$ cat src/rtl/busrq_sequencer.sv
// busrq_sequencer: bus-request handshake stage.
// Synchronises the BUSRQ pin, tracks the CBUSRQ flag, grants the bus on a
// machine-cycle boundary, drives BUSAK / bus_float / halt_pipe, and returns
// not_enable_busrq to the op-head decoder.
// Optional build macro BUSRQ_HOLD_COUNT_EN adds the hold_count output
// (number of cycles spent in ACK, saturating).
module busrq_sequencer #(
  parameter int SYNC_STAGES    = 2,  // 1..3
  parameter int RELEASE_CYCLES = 1   // 1..7
) (
  input  logic        CLK,
  input  logic        RESET,
  input  logic        BUSRQ,
  input  logic        M_CYCLE_END,
  input  logic        P2_Set_CBUSRQ,
  input  logic        inhibit_busrq,
  output logic        BUSRQ_sync,
  output logic        not_enable_busrq,
  output logic        CBUSRQ,
  output logic        BUSAK,
  output logic        bus_float,
  output logic        halt_pipe,
  output logic [1:0]  state_o
`ifdef BUSRQ_HOLD_COUNT_EN
  ,
  output logic [15:0] hold_count
`endif
);

  typedef enum logic [1:0] {
    ST_IDLE    = 2'd0,
    ST_PENDING = 2'd1,
    ST_ACK     = 2'd2,
    ST_RELEASE = 2'd3
  } state_t;

  state_t                 state_q, state_d;
  logic [SYNC_STAGES-1:0] sync_q;
  logic [2:0]             rel_cnt_q, rel_cnt_d;
  logic                   cbusrq_d, busak_d, float_d, halt_d, neb_d;

  // Pin synchroniser chain; idles high (request deasserted).
  always_ff @(posedge CLK or negedge RESET) begin
    if (!RESET) begin
      sync_q <= '1;
    end else begin
      sync_q[0] <= BUSRQ;
      for (int i = 1; i < SYNC_STAGES; i++) sync_q[i] <= sync_q[i-1];
    end
  end

  assign BUSRQ_sync = sync_q[SYNC_STAGES-1];
  assign state_o    = state_q;

  // State and registered-output update.
  always_ff @(posedge CLK or negedge RESET) begin
    if (!RESET) begin
      state_q          <= ST_IDLE;
      rel_cnt_q        <= 3'd0;
      CBUSRQ           <= 1'b0;
      BUSAK            <= 1'b1;
      bus_float        <= 1'b0;
      halt_pipe        <= 1'b0;
      not_enable_busrq <= 1'b1;
    end else begin
      state_q          <= state_d;
      rel_cnt_q        <= rel_cnt_d;
      CBUSRQ           <= cbusrq_d;
      BUSAK            <= busak_d;
      bus_float        <= float_d;
      halt_pipe        <= halt_d;
      not_enable_busrq <= neb_d;
    end
  end

  // Next-state and next-output decode; every output is held unless a
  // transition changes it, so all outputs stay purely registered.
  always_comb begin
    state_d   = state_q;
    rel_cnt_d = rel_cnt_q;
    cbusrq_d  = CBUSRQ;
    busak_d   = BUSAK;
    float_d   = bus_float;
    halt_d    = halt_pipe;
    case (state_q)
      ST_IDLE: begin
        // inhibit also blocks directly, so a request arriving in the same
        // cycle as inhibit rises is not accepted through the stale gate.
        if (P2_Set_CBUSRQ && !not_enable_busrq && !inhibit_busrq) begin
          state_d  = ST_PENDING;
          cbusrq_d = 1'b1;
        end
      end
      ST_PENDING: begin
        if (BUSRQ_sync) begin
          state_d  = ST_IDLE;
          cbusrq_d = 1'b0;
        end else if (M_CYCLE_END) begin
          state_d = ST_ACK;
          busak_d = 1'b0;
          float_d = 1'b1;
          halt_d  = 1'b1;
        end
      end
      ST_ACK: begin
        if (BUSRQ_sync) begin
          state_d   = ST_RELEASE;
          busak_d   = 1'b1;
          rel_cnt_d = 3'(RELEASE_CYCLES);
        end
      end
      ST_RELEASE: begin
        // Bus stays floated during turnaround; a fresh pin request here is
        // dropped and must come back via P2_Set_CBUSRQ.
        if (rel_cnt_q <= 3'd1) begin
          state_d   = ST_IDLE;
          rel_cnt_d = 3'd0;
          float_d   = 1'b0;
          halt_d    = 1'b0;
          cbusrq_d  = 1'b0;
        end else begin
          rel_cnt_d = rel_cnt_q - 3'd1;
        end
      end
      default: state_d = ST_IDLE;
    endcase
    neb_d = (state_d != ST_IDLE) | inhibit_busrq;
  end

`ifdef BUSRQ_HOLD_COUNT_EN
  // Cycles spent holding the bus; restarts on each grant, saturates.
  always_ff @(posedge CLK or negedge RESET) begin
    if (!RESET) begin
      hold_count <= 16'd0;
    end else if (state_q == ST_PENDING && state_d == ST_ACK) begin
      hold_count <= 16'd0;
    end else if (state_q == ST_ACK && hold_count != 16'hFFFF) begin
      hold_count <= hold_count + 16'd1;
    end
  end
`endif

endmodule

$ cat config.mk
export PLATFORM = sky130hd
export DESIGN_NAME = busrq_sequencer
export DESIGN_NICKNAME = d
export VERILOG_FILES = /design/src/rtl/busrq_sequencer.sv
export SDC_FILE = /design/constraint.sdc
export NUM_CORES = 1
export LEC_CHECK = 0
export ABC_CLOCK_PERIOD_IN_PS = 1300
export BUFFER_PORTS_ARGS = -buffer_cell sky130_fd_sc_hd__buf_2
export CELL_PAD_IN_SITES_DETAIL_PLACEMENT = 1
export CELL_PAD_IN_SITES_GLOBAL_PLACEMENT = 1
export CORE_MARGIN = 10
export CORE_UTILIZATION = 34
export DETAILED_ROUTE_END_ITERATION = 10
export GPL_ROUTABILITY_DRIVEN = 0
export HOLD_SLACK_MARGIN = 0.08
export PLACE_DENSITY_LB_ADDON = 0.1
export SYNTH_ARGS = -nofsm -noshare
export SYNTH_HDL_FRONTEND = slang
export SYNTH_SLANG_ARGS = --single-unit
$ cat constraint.sdc
create_clock -name CLK -period 1.3 [get_ports CLK]
set_input_delay 0.13 -clock CLK [delete_from_list [all_inputs] [get_ports CLK]]
set_output_delay 0.13 -clock CLK [all_outputs]
set_load 0.005 [all_outputs]
Word level (Yosys, flattened, before mapping)
Index checks and enable logic that the tools add are counted.

Output and inout bits: 8. Word-level logic and storage cells: 53. Register bits: 11. Input bits: 6.

Equal/unequal tests: 9. Multiplexer cells: 20. Add/subtract/negate cells: 1. Reduce and logical (&&, ||, !) cells: 14. Order comparisons: 1. Bitwise operators: 1.

Operators with widths (number): != test 2 bit, second input constant (6); AND reduction 4 bit (3); 2-to-1 mux 2 bit (5); 2-to-1 mux 1 bit (8); case mux 2 bit (4 select lines) (1); nonzero test 2 bit (4); 2-to-1 mux 3 bit (2); case mux 3 bit (2 select lines) (1); == test 2 bit, second input constant (2); case mux 1 bit (2 select lines) (2); less-or-equal comparator 3 x 1 -> 1 bit, second input constant (1); case mux 1 bit (3 select lines) (1); nonzero test 3 bit (1); subtractor 3 x 1 -> 3 bit, second input constant (1); == test 2 x 1 -> 1 bit, second input constant (1); logical AND 1 bit (2); zero test 1 bit (2); zero test 2 bit (1); AND reduction 2 bit (1); bitwise OR 1 bit (1).

Logic depth before layout (Yosys ltp)
Depth in word-level cells: 7. Mapped depth: 5. Depth with buffers taken out: 5.

Least setup slack after synthesis
No wires, ideal clock.

Path kind: register to register. From: register rel_cnt_q[0]. To: register rel_cnt_q[2]. Buffers on the path: 0. Period minus slack after synthesis: 1.290 ns. Setup slack: 0.010 ns. Library setup time: 0.110 ns. Arrival: 1.180 ns. Cell stages (with the launch flop): 5. Cells stage by stage: dfrtp_1 ha_1 o21ba_2 o21ai_1 o41ai_1.

Cells in the longest elaborated chain, start to end: 3. Elaborated cells between the ends (all ways): 4.

Ends and longest elaborated chain: start: declaration (RTL line 39) `logic [2:0] rel_cnt_q, rel_cnt_d;`; start signal: assignment (RTL line 67) `rel_cnt_q <= rel_cnt_d;`; subtractor 3 x 1 -> 3 bit / less-or-equal comparator 3 x 1 -> 1 bit (equally long branches) (RTL line 122, 115); 2-to-1 mux 3 bit (*) (RTL line 115) `if (rel_cnt_q <= 3'd1) begin`; case mux 3 bit (2 select lines) (*) (RTL line 85) `case (state_q)`.

Mark *: on every way between the ends. The rest lies on a longest branch, timed or not. A chain may end at the register's enable or synchronous reset.

Worst setup path after layout
From: register rel_cnt_q[1]. To: register state_q[0], in the netlist state_o[0].

Cells in the longest elaborated chain, start to end: 3.

Ends and longest elaborated chain: less-or-equal comparator 3 x 1 -> 1 bit (RTL line 115); 2-to-1 mux 2 bit (RTL line 115); case mux 2 bit (4 select lines) (RTL line 85); via state_d[0] (RTL line 37) `state_t state_q, state_d;`; end signal: assignment (RTL line 66) `state_q <= state_d;`; end: declaration (RTL line 37).

The timed path passes the listed nets, and every way through them passes these cells.

==> flow_summary_export.csv <==
group,metric,value,unit
drt,vias,526,
placed_design,post-dp-hpwl,1.17,mm
clock_tree,clock_sink_count,11,
timing,max_clock_freq,0.746,GHz
logic_synthesis,synthesis.area,571,µm²
final_layout,insertedDiodeCount,0,
floorplanning,design.core.area,1540,µm²
floorplanning,placementRows,14,
timing,final.period_utilization,1.03,
clock_tree,ctsRootBufferMaster,"sky130_fd_sc_hd__clkbuf_4",
clock_tree,numCtsBuffers,3,
global_routing,pin_count_of_the_biggest_net_entering_global_routing,12,
logic_synthesis,synth_top_flop_cell,"sky130_fd_sc_hd__dfrtp_1",
global_routing,grt-ovfl-total,0,
final_layout,drive_gt1_frac,0.565,
global_routing,initial_antenna_violation_count,0,
outcome,failed_checks,"negative setup slack",
drt,detail_routed_via_count_per_cell,5.21,
drt,firstDrtPassIters,4,
timing,rsz0062_at_grt,"true",
logic_synthesis,async_flop_share,1.00,
timing,relSlewSlack,0.717,
worst_hold_path,hp-class,"in2async",
critical_path,cp-end-kind,"flip-flop",
critical_path,cp.arrival,1500,ps
logic_synthesis,synth_cell_type_count,29,
final_layout,final_core_utilization,0.574,
final_layout,flow.area_growth_from_synthesis,55.0,%
drt,detail_route.wl_per_cell,17.6,µm
global_routing,grt_first_pass_wirelength,2.54,mm
timing,setup_viol_count_final,4,
logic_synthesis,netlist_instances,54,
logic_synthesis,yosys_register_bits,11,
critical_path,critical_path.startpoint_type,"flip-flop",
floorplanning,pin_count,14,
drt,antenna_violating_nets_post_route,0,
timing,worst-slew-pin-transition,420,ps
floorplanning,floorplan.initialDensity,0.370,
critical_path,cp.required,1460,ps
timing,finalClockSkew,10.0,ps
floorplanning,die_y,61.0,µm
placed_design,pre_cts_slack,-69.5,ps
timing,timing.final.hold_violations,0,
floorplanning,fp.dieW,61.0,µm
floorplanning,design.die.area,3720,µm²
global_routing,groute.usage.overall,0.0900,
clock_tree,clk_path_buf_depth,2,
logic_synthesis,synth.avg_cell_area,10.6,µm²
logic_synthesis,syn_nets,62,
logic_synthesis,yosysWarnings,0,
critical_path,critical_path_class,"reg2reg",
drt,drc,0,
critical_path,worstPathMaxFanout,3,
clock_tree,clock_insertion_delay_worst_skew,280,ps
drt,wirelength,1.78,mm
logic_synthesis,synth_edf_count,0,
clock_tree,cts.htree.levels,1,
pwr,power.static_leakage,0.410,nW
placed_design,number_of_buffers_inserted_by_port_buffering,13,
drt,first_iter_violations,1,
timing,final_max_tran_viols,0,
timing,postLayoutSetupSlackWorst,-40.2,ps
final_layout,num-nets-final,94,
logic_synthesis,synth_sequential_area_ratio,0.491,
clock_tree,worst_setup_hold_path_clk_slew,80,ps
job,drv_cap,0,
outcome,outcome,"finished, violations left",
global_routing,first_global_vias,555,
timing,min_period,1340,ps
pwr,vdd_drop_max,0.000995,V
clock_tree,tritoncts,"done",
pwr,power.density_cell_area,2560,nW/µm²
critical path: stages, from the launching register on:
cell	delay (ps)
sky130_fd_sc_hd__dfrtp_1	410
sky130_fd_sc_hd__buf_4	160
sky130_fd_sc_hd__or3_4	360
sky130_fd_sc_hd__a32oi_2	230
sky130_fd_sc_hd__nor2_1	70
metrics by stage:
step | std cells | TNS [ps] | area [µm²] | hold WS [ps] | power [mW]
detailed placement | 91 | -193 | 716 | 11.8 | 1.58
global route | 101 | -427 | 885 | 259 | 2.44
finish | 101 | -129 | 885 | 242 | 2.26
floorplan | 54 | 0 | 571 | -166 | 1.16
global placement | 91 | -82.8 | 716 | 16.1 | 1.56
CTS | 99 | -85.4 | 812 | 248 | 1.99
cell usage after synthesis, types with 2 or more instances:
master / instances / area (µm²)
sky130_fd_sc_hd__nor2b_1: 2 / 12.5
sky130_fd_sc_hd__o21ai_0: 5 / 25.0
sky130_fd_sc_hd__dfrtp_1: 7 / 175
sky130_fd_sc_hd__nand2_1: 2 / 7.51
sky130_fd_sc_hd__buf_4: 2 / 15.0
sky130_fd_sc_hd__inv_1: 8 / 30.0
sky130_fd_sc_hd__dfstp_2: 4 / 105
sky130_fd_sc_hd__o21ai_1: 2 / 10.0
sky130_fd_sc_hd__ha_1: 2 / 25.0
worst paths after layout:
kind	depth (start not counted)	startpoint	endpoint	slack, ps
max in group asynchronous	2	RESET	sync_q[1]	780
min in group CLK	4	P2_Set_CBUSRQ	CBUSRQ	350
max reg2reg	4	rel_cnt_q[1]	state_o[0]	-40
min	2	RESET	rel_cnt_q[0]	240
min reg2reg	0	sync_q[0]	sync_q[1]	360
max	4	rel_cnt_q[1]	state_o[0]	-40
logic make-up (layout without fill, tap and decap cells):
family | after synthesis | after routing | share of synthesized area
AOI/OAI and AO/OA | 18 | 18 | 0.239
and+or+nand+nor | 13 | 13 | 0.147
DFF | 11 | 11 | 0.491
adders and majority gates | 2 | 2 | 0.0439
buffers and inverters | 10 | 41 | 0.0789
area by class of cell:
class	instances	area, µm²
clock buffer	4	26.3
fill	182	657
inverter	8	32.5
multi-input combinational	33	325
sequential	11	280
tap	16	20.0
timing repair buffer	29	200
repair_timing:
| item | 4_1_cts | 5_1_grt |
|---|---|---|
| hold endpoints to repair | 13 | 0 |
| hold buffers | 3 | 0 |
| setup endpoints to repair | 6 | 7 |
| gates resized for setup | 7 | 15 |
| setup buffers | 1 | 2 |
| pin swaps | 4 | 4 |
layout by cell type, fill, tap and decap left out, types with 2 or more instances in the layout:
| master | count |
|---|---|
| sky130_fd_sc_hd__o21ai_1 | 2 |
| sky130_fd_sc_hd__buf_6 | 2 |
| sky130_fd_sc_hd__inv_1 | 5 |
| sky130_fd_sc_hd__ha_4 | 2 |
| sky130_fd_sc_hd__o21ai_0 | 2 |
| sky130_fd_sc_hd__inv_2 | 2 |
| sky130_fd_sc_hd__nor2b_1 | 2 |
| sky130_fd_sc_hd__clkbuf_4 | 3 |
| sky130_fd_sc_hd__buf_2 | 13 |
| sky130_fd_sc_hd__dlygate4sd3_1 | 3 |
| sky130_fd_sc_hd__nand2_1 | 2 |
| sky130_fd_sc_hd__dfstp_2 | 4 |
| sky130_fd_sc_hd__o21ai_2 | 2 |
| sky130_fd_sc_hd__buf_4 | 11 |
| sky130_fd_sc_hd__dfrtp_1 | 7 |
state kept, by name, indices dropped and copies added, names as in the netlist:
| name | flops |
|---|---|
| rel_cnt_q | 3 |
| state_o | 2 |
| sync_q | 2 |
| BUSAK | 1 |
| CBUSRQ | 1 |
| halt_pipe | 1 |
| not_enable_busrq | 1 |
routing by layer:
layer / part of all wire / wire length, µm / track usage
met3: 0.070 / 125 / 0.0501
met1: 0.40 / 721 / 0.104
met2: 0.51 / 916 / 0.143
met5: 0 / 0 / 0
met4: 0.0095 / 17 / 0.0188
report_power, final:
| group | total, mW | leakage (nW) | switching [mW] | internal, mW |
|---|---|---|---|---|
| clock | 0.241 | 0.0150 | 0.122 | 0.119 |
| sequential | 0.624 | 0.129 | 0.131 | 0.493 |
| combinational | 1.40 | 0.266 | 0.680 | 0.716 |
Power figures use the tool's default switching activity.
